==> src/rtl/block_pack.sv <==
// -----------------------------------------------------------------------------
// block_pack
// Collects variable-size groups of elements (0..ELMS per transfer) into full
// blocks of ELMS elements. A flush request emits whatever partial block
// remains once all full blocks have drained. Arrival order is preserved: the
// oldest element always leaves on element 0.
//
// Parameters
//   ELMS  element slots per block
//   DATA  bits per element
//   CNT   element-count width
//
// Ports
//   clk        sole clock, rising edge
//   reset      asynchronous, active-high
//   in_valid   input group offered
//   in_ready   input group accepted when in_valid & in_ready
//   in_data    input elements, valid ones packed from element 0
//   in_cnt     number of valid elements in in_data (values > ELMS clamp)
//   flush      single-cycle request to emit a partial block
//   out_valid  output block offered
//   out_ready  output block consumed when out_valid & out_ready
//   out_data   packed block, oldest element at element 0
//   out_cnt    valid elements in out_data (0 when out_valid is low)
//
// Build option
//   BLOCK_PACK_ZERO_FILL_EN  when defined, out_data elements at index
//                            >= out_cnt read as zero; otherwise they carry
//                            stale slot contents.
// -----------------------------------------------------------------------------
module block_pack #(
    parameter int ELMS = 8,
    parameter int DATA = 8,
    parameter int CNT  = $clog2(ELMS + 1)
) (
    input  logic                      clk,
    input  logic                      reset,
    input  logic                      in_valid,
    output logic                      in_ready,
    input  logic [ELMS-1:0][DATA-1:0] in_data,
    input  logic [CNT-1:0]            in_cnt,
    input  logic                      flush,
    output logic                      out_valid,
    input  logic                      out_ready,
    output logic [ELMS-1:0][DATA-1:0] out_data,
    output logic [CNT-1:0]            out_cnt
);

    localparam int OCC_W  = $clog2(2 * ELMS + 1);
    localparam int FLAT_W = 2 * ELMS * DATA;

    // Two blocks of storage: one block can be waiting on the consumer while
    // a further block is accepted behind it.
    logic [2*ELMS-1:0][DATA-1:0] slots_p0;
    logic [2*ELMS-1:0][DATA-1:0] slots_nxt;
    logic [OCC_W-1:0]            occ_p0;
    logic [OCC_W-1:0]            occ_nxt;
    logic                        flush_pend_p0;
    logic                        flush_pend_nxt;

    logic                        full;
    logic [OCC_W-1:0]            out_cnt_w;
    logic [OCC_W-1:0]            popped;
    logic [OCC_W-1:0]            pushed;
    logic [OCC_W-1:0]            kept;
    logic [FLAT_W-1:0]           shifted;
    logic [FLAT_W-1:0]           ins_data;
    logic [FLAT_W-1:0]           ins_mask;
    logic [ELMS*DATA-1:0]        in_masked;
    logic [ELMS*DATA-1:0]        in_keep;

    // Saturate the offered count to one block.
    function automatic logic [OCC_W-1:0] clamp_cnt(input logic [CNT-1:0] c);
        logic [OCC_W-1:0] w;
        w = OCC_W'(c);
        return (w > OCC_W'(ELMS)) ? OCC_W'(ELMS) : w;
    endfunction

    // Handshake status, derived only from registered state.
    always_comb begin
        full      = (occ_p0 >= OCC_W'(ELMS));
        in_ready  = (occ_p0 <= OCC_W'(ELMS)) & ~flush_pend_p0;
        out_valid = full | (flush_pend_p0 & (occ_p0 != '0));
        if (!out_valid) begin
            out_cnt_w = '0;
        end else if (full) begin
            out_cnt_w = OCC_W'(ELMS);
        end else begin
            out_cnt_w = occ_p0;
        end
        popped = (out_valid & out_ready) ? out_cnt_w : '0;
        pushed = (in_valid & in_ready) ? clamp_cnt(in_cnt) : '0;
        kept   = occ_p0 - popped;
    end

    // out_cnt never exceeds ELMS, so the narrower port holds it exactly.
    assign out_cnt = out_cnt_w[CNT-1:0];

    // Next buffer contents: survivors slide down by the popped count, then
    // the accepted elements land directly behind them.
    always_comb begin
        in_keep = '0;
        for (int i = 0; i < ELMS; i++) begin
            if (OCC_W'(i) < pushed) begin
                in_keep[i*DATA +: DATA] = '1;
            end
        end
        in_masked = in_data & in_keep;
        shifted   = slots_p0 >> (popped * DATA);
        ins_data  = {{(ELMS*DATA){1'b0}}, in_masked} << (kept * DATA);
        ins_mask  = {{(ELMS*DATA){1'b0}}, in_keep} << (kept * DATA);
        slots_nxt = (shifted & ~ins_mask) | ins_data;
        occ_nxt   = kept + pushed;

        // A pending flush holds until the buffer is fully drained; a flush
        // that arrives with nothing left to emit is dropped.
        if (flush_pend_p0) begin
            flush_pend_nxt = (occ_nxt != '0);
        end else begin
            flush_pend_nxt = flush & (occ_nxt != '0);
        end
    end

    // ---- stage p0: element buffer, occupancy and flush state ----
    always_ff @(posedge clk or posedge reset) begin
        if (reset) begin
            slots_p0      <= '0;
            occ_p0        <= '0;
            flush_pend_p0 <= 1'b0;
        end else begin
            slots_p0      <= slots_nxt;
            occ_p0        <= occ_nxt;
            flush_pend_p0 <= flush_pend_nxt;
        end
    end

    // Output block is the bottom ELMS slots.
`ifdef BLOCK_PACK_ZERO_FILL_EN
    always_comb begin
        for (int i = 0; i < ELMS; i++) begin
            out_data[i] = (OCC_W'(i) < out_cnt_w) ? slots_p0[i] : '0;
        end
    end
`else
    assign out_data = slots_p0[ELMS-1:0];
`endif

endmodule

==> config.mk <==
export PLATFORM = sky130hd
export DESIGN_NAME = block_pack
export DESIGN_NICKNAME = d
export VERILOG_FILES = /design/src/rtl/block_pack.sv
export SDC_FILE = /design/constraint.sdc
export NUM_CORES = 1
export LEC_CHECK = 0
export CORE_MARGIN = 4
export CORE_UTILIZATION = 40
export CTS_CLUSTER_DIAMETER = 40
export DETAILED_ROUTE_END_ITERATION = 6
export SLEW_MARGIN = 20
export SYNTH_ARGS = -nofsm -noshare
export SYNTH_HDL_FRONTEND = slang
export SYNTH_SLANG_ARGS = --single-unit
==> constraint.sdc <==
create_clock -name clk -period 4.9 [get_ports clk]
set_input_delay 0.49 -clock clk [delete_from_list [all_inputs] [get_ports clk]]
set_output_delay 0.49 -clock clk [all_outputs]
set_load 0.01 [all_outputs]
# [Word-level counts from Yosys, hierarchy flattened]
# Index checks and enable logic that the tools add are counted.
[totals] word_cells=61 inputBits=73 ff_bits=134 out_inout_bits=70
[classes] magnitude_cmp=11 n_reduce_logical=2 add_sub_neg=2 shifts=3 n_mux=14 n_bitwise=11
[op_table] op="left shift 64 x 8 -> 128 bit" count=2
[op_table] op="bitwise AND 128 bit" count=1
[op_table] op="NOT 128 bit" count=1
[op_table] op="OR 128 bit" count=1
[op_table] op="right shift 128 x 8 -> 128 bit" count=1
[op_table] op="bitwise AND 64 bit" count=1
[op_table] op="two-way mux 8 bit" count=8
[op_table] op="less-than comparator 3 x 4 -> 1 bit, first input constant" count=4
[op_table] op="two-way mux 5 bit" count=3
[op_table] op="nonzero test 5 bit" count=2
[op_table] op="less-than comparator 1 x 4 -> 1 bit, first input constant" count=2
[op_table] op="less-than comparator 2 x 4 -> 1 bit, first input constant" count=2
[op_table] op="two-way mux 4 bit" count=2
[op_table] op="adder 5 x 4 -> 5 bit" count=1
[op_table] op="bitwise AND 1 bit" count=5
[op_table] op="greater-or-equal comparator 5 x 4 -> 1 bit, second input constant" count=1
[op_table] op="less-or-equal comparator 5 x 4 -> 1 bit, second input constant" count=1
[op_table] op="subtractor 5 bit" count=1
[op_table] op="> comparator 4 bit, second input constant" count=1
[op_table] op="two-way mux 1 bit" count=1
[op_table] op="NOT 1 bit" count=1
[op_table] op="OR 1 bit" count=1

# [Logic depth before layout (Yosys ltp)]
# Gate-level depths: netlist (run 1).
[depth] ltp_word=10 ltp_mapped=20 ltp_nobuf=14

# [Least setup slack after synthesis (run 1)]
# OpenSTA, ideal clock, no wires.
[synth_timing] path_kind="reg2reg" from="reg occ_p0[3]" to="reg flush_pend_p0" period_less_slack_ns=4.727 slack_ns=0.173 setup_time_ns=0.121 path_buffers=6 path_stages_with_launch=21 required_ns=4.779 arrival_time_ns=4.606 cell_sequence="dfrtp_1 > and3b_1 > clkbuf_1 > nand2_1 > inv_1 > buf_2 > buf_2 > ha_1 > inv_1 > fa_1 > xnor2_2 > inv_1 > buf_2 > buf_1 > clkbuf_1 > ha_1 > a21oi_1 > nand2_1 > xor2_1 > or4_1 > o22a_1"
[synth_between] elab_chain_len=10 elab_cells_between_ends=17 cone_classes="2 x add/sub; 2 x order compare; 5 x mux; 6 x bitwise; 2 x reduce/logical"
[synth_rtl] item="from (decl)" line_no="56" rtl="logic [OCC_W-1:0] occ_p0;"
[synth_rtl] item="from (signal assigned)" line_no="132" rtl="occ_p0 <= occ_nxt;"
[synth_rtl] item="branches (longest 6 deep; another with greater-or-equal comparator 5 x 4 -> 1 bit)"
[synth_rtl] item="adder 5 x 4 -> 5 bit (*)" line_no="113" rtl="occ_nxt = kept + pushed;"
[synth_rtl] item="via occ_nxt[3]" line_no="57" rtl="logic [OCC_W-1:0] occ_nxt;"
[synth_rtl] item="nonzero test 5 bit (*)" line_no="118, 120"
[synth_rtl] item="bitwise AND 1 bit" line_no="120" rtl="flush_pend_nxt = flush & (occ_nxt != '0);"
[synth_rtl] item="two-way mux 1 bit (*)" line_no="117" rtl="if (flush_pend_p0) begin"
[synth_rtl] item="via flush_pend_nxt" line_no="59" rtl="logic flush_pend_nxt;"
[synth_rtl] item="to (signal assigned)" line_no="133" rtl="flush_pend_p0 <= flush_pend_nxt;"
[synth_rtl] item="to (decl)" line_no="58" rtl="logic flush_pend_p0;"
# Mark *: on every way through the listed nets, which the timed path passes.

==> results of run 1 <==
-- worst paths after layout --
check	from	endpoint	slack, ns	cells past startpoint
max	occ_p0[3]	out_data[47]	0.69	10
max in group asynchronous	reset	slots_p0[78]	3.27	3
min reg2reg	slots_p0[122]	slots_p0[122]	0.63	1
min	reset	out_data[15]	0.49	2
max reg2reg	occ_p0[3]	out_data[47]	0.69	10
min in group clk	slots_p0[122]	slots_p0[122]	0.63	1
-- cell type report --
| cell class | count | area [um^2] |
|---|---|---|
| fillers | 3475 | 18400 |
| multi-input cells | 1455 | 9670 |
| flip-flops and latches | 134 | 3360 |
| repair buffers | 239 | 2190 |
| well taps | 455 | 569 |
| clock buffers | 18 | 429 |
| clock inverters | 13 | 181 |
| inverters | 30 | 118 |
-- critical path: stages, from the launching register on --
cell      delay, ns
dfrtp_1        0.49
nor2_1         0.43
and4_2         0.32
inv_2          0.06
ha_1           0.37
a21o_1         0.22
or3_1          0.45
a211oi_4       0.42
buf_4          0.31
and4_1         0.70
o32ai_1        0.25
-- where the power goes --
part / total, uW / internal, uW / switching, uW
Sequential: 2430 / 1660 / 776
Clock: 1410 / 847 / 558
Combinational: 11100 / 3910 / 7150
Total: 14900 / 6420 / 8480
-- per-stage QoR --
stage	util	total power, uW	area, um^2	hold WS [ns]	setup slack, ns
2_1_floorplan	-	9030	14300	0.519	0.173
3_3_place_gp	0.456	12900	15900	0.592	0.535
3_5_place_dp	0.456	12900	15900	0.592	0.489
6_report	0.473	14900	16500	0.485	0.686
4_1_cts	0.473	14300	16500	0.502	0.837
5_1_grt	0.473	15400	16500	0.521	0.623
-- sequential cells by signal (all words and copies together), names as in the netlist --
name / count
slots_p0: 64
occ_p0: 5
flush_pend_p0: 1
out_data: 64
-- cells by family after synthesis --
kind of cell,Yosys count,share of synthesized area
compound gates,818,0.395
simple gates,490,0.169
buf+inv,269,0.0927
flops,134,0.235
mux,129,0.0929
fa+ha+maj,14,0.0130
xor+xnor,4,0.00298
-- routing by layer --
| metal | wire length, um | part of all wire |
|---|---|---|
| met5 | 20 | 0.00026 |
| met4 | 2470 | 0.032 |
| met3 | 11300 | 0.15 |
| met2 | 30000 | 0.39 |
| met1 | 32400 | 0.43 |
-- placed cells by master (no fill, tap or decap), types with 54 or more instances in the layout --
cell and count:
dfrtp_1 132, a21oi_1 205, mux2i_1 101, nand3_1 54, buf_4 94, o22ai_1 88
clkdlybuf4s50_1 142, nor2_1 150, o21ai_0 113, nand2_1 131
==> metrics.md, run 1 <==
| Metric | Value |
|---|---|
| Outcome | complete, but fails checks |
| Failing checks | DRC |
| Initial antenna violation count | 0 |
| Num CTS Buffers | 17 |
| Dominant synthesized flop cell | dfrtp_1 |
| DR iter-0 viols | 2911 |
| Leading area contributor after synthesis | dfrtp_1 |
| P_leak | 0.00643 uW |
| Placer Congestion | 0.984 |
| DRC violations left | 1 |
| Pwr Density | 902 mW/mm^2 |
| Final nets | 1962 |
| Post-synthesis cell count | 1858 |
| Final Hold Vio Count | 0 |
| Critical path class | flop to flop |
| Final Critical Period | 4.21 ns |
| Relative slew slack | 0.216 |
| Buffers added on ports | 142 |
| HP Class | input port to asynchronous set/reset pin |
| Share of the synthesized area in the top cell type | 0.235 |
| Element type at the critical path start | flop |
| Vias | 17000 |
| Syn-to-layout area delta | 15.6% |
| Measured slew at the worst slew-check pin | 1.17 ns |
| Final setup TNS | 0 ns |
| Starting Density | 0.409 |
| DIE WIDTH | 197 um |
| Num Clock Sinks | 134 |
| GRT met1 Usage | 0.554 |
| Fraction of layout cells with a size suffix above 1 | 0.113 |
| Distinct cells, synth | 88 |
| Max Clk Rate | 0.237 GHz |
| Root Buffer | clkbuf_16 |
| #FFs+latches synth | 134 |
| Sequential area share after synthesis | 0.235 |
| CP Max Fanout | 14 |
| Post-route insts no fill | 2344 |
| Synth Warn # | 0 |
| CP required | 5.17 ns |
| H-tree levels | 4 |
| Asr flop ratio synth | 1.00 |
| Setup Fix Bufs, Post-CTS | 0 |
| Clk buf depth | 2 |
| Row Count | 68 |
| Clock skew | 0.0120 ns |
| Clk_lat worst skew | 0.45 ns |
| Global-route wire length before repair | 110000 um |
| Cell Area, Synth | 0.0143 mm^2 |
| Max-cap viol count | 0 |
| Total track usage | 0.377 |
| Max VDD drop | 0.000561 V |
| Initial DRT Pass Iterations | 7 |
| Cts repair resizes | 0 |
| Dpl hpwl | 54800 um |
| Maximum number of pins on one net before global-route repair | 162 |
| Vias in the first global route | 15500 |
| GRT busiest layer | met1 |
| Post-Route WL | 76200 um |
| Met3 Use GR | 0.142 |
| Via density per instance | 7.24 |
| Post-synth top cells | a21oi_1 (205), nor2_1 (151), dfrtp_1 (134), nand2_1 (132), o21ai_0 (113) |
| Most frequent cell after synthesis | a21oi_1 |
| Number of routed nets with antenna violations | 0 |
| Syn_area_per_cell | 7.69 um^2 |
| Crit. End Element | flop |
| RSZ-0062 raised after global routing | false |
| Final Cycle Share | 0.860 |
| Crit path arrival time | 4.48 ns |
| Die area | 0.0388 mm^2 |
| GR Util met2 | 0.511 |
| Diode count | 0 |
| Die height | 197 um |
| CTS tree | done |
| Syn Nets | 1943 |
| Final setup fails | 0 |
| CTS Hold Bufs | 0 |
| Congestion Overflow GR | 0 |
| CTS clk-pin slew, worst paths | 0.06 ns |
| I/O Pins | 143 |
| Number of flops mapped to enable cells by yosys | 0 |
| Top post-synthesis cells by area | dfrtp_1 (23%), a21oi_1 (7.2%), mux2i_1 (7.1%) |
| WL/cell | 32.5 um |
| Inst Count DP | 2313 |
| Core Footprint | 0.0349 mm^2 |
| Final number of max-transition violations | 0 |
No activity file was read; power rests on OpenSTA's default activity.
==> run 2: changes to the inputs <==
SLEW_MARGIN = 10   (was 20)
==> results of run 2 <==
Same layout as run 1: the final DEF is identical, and so are final timing and power.
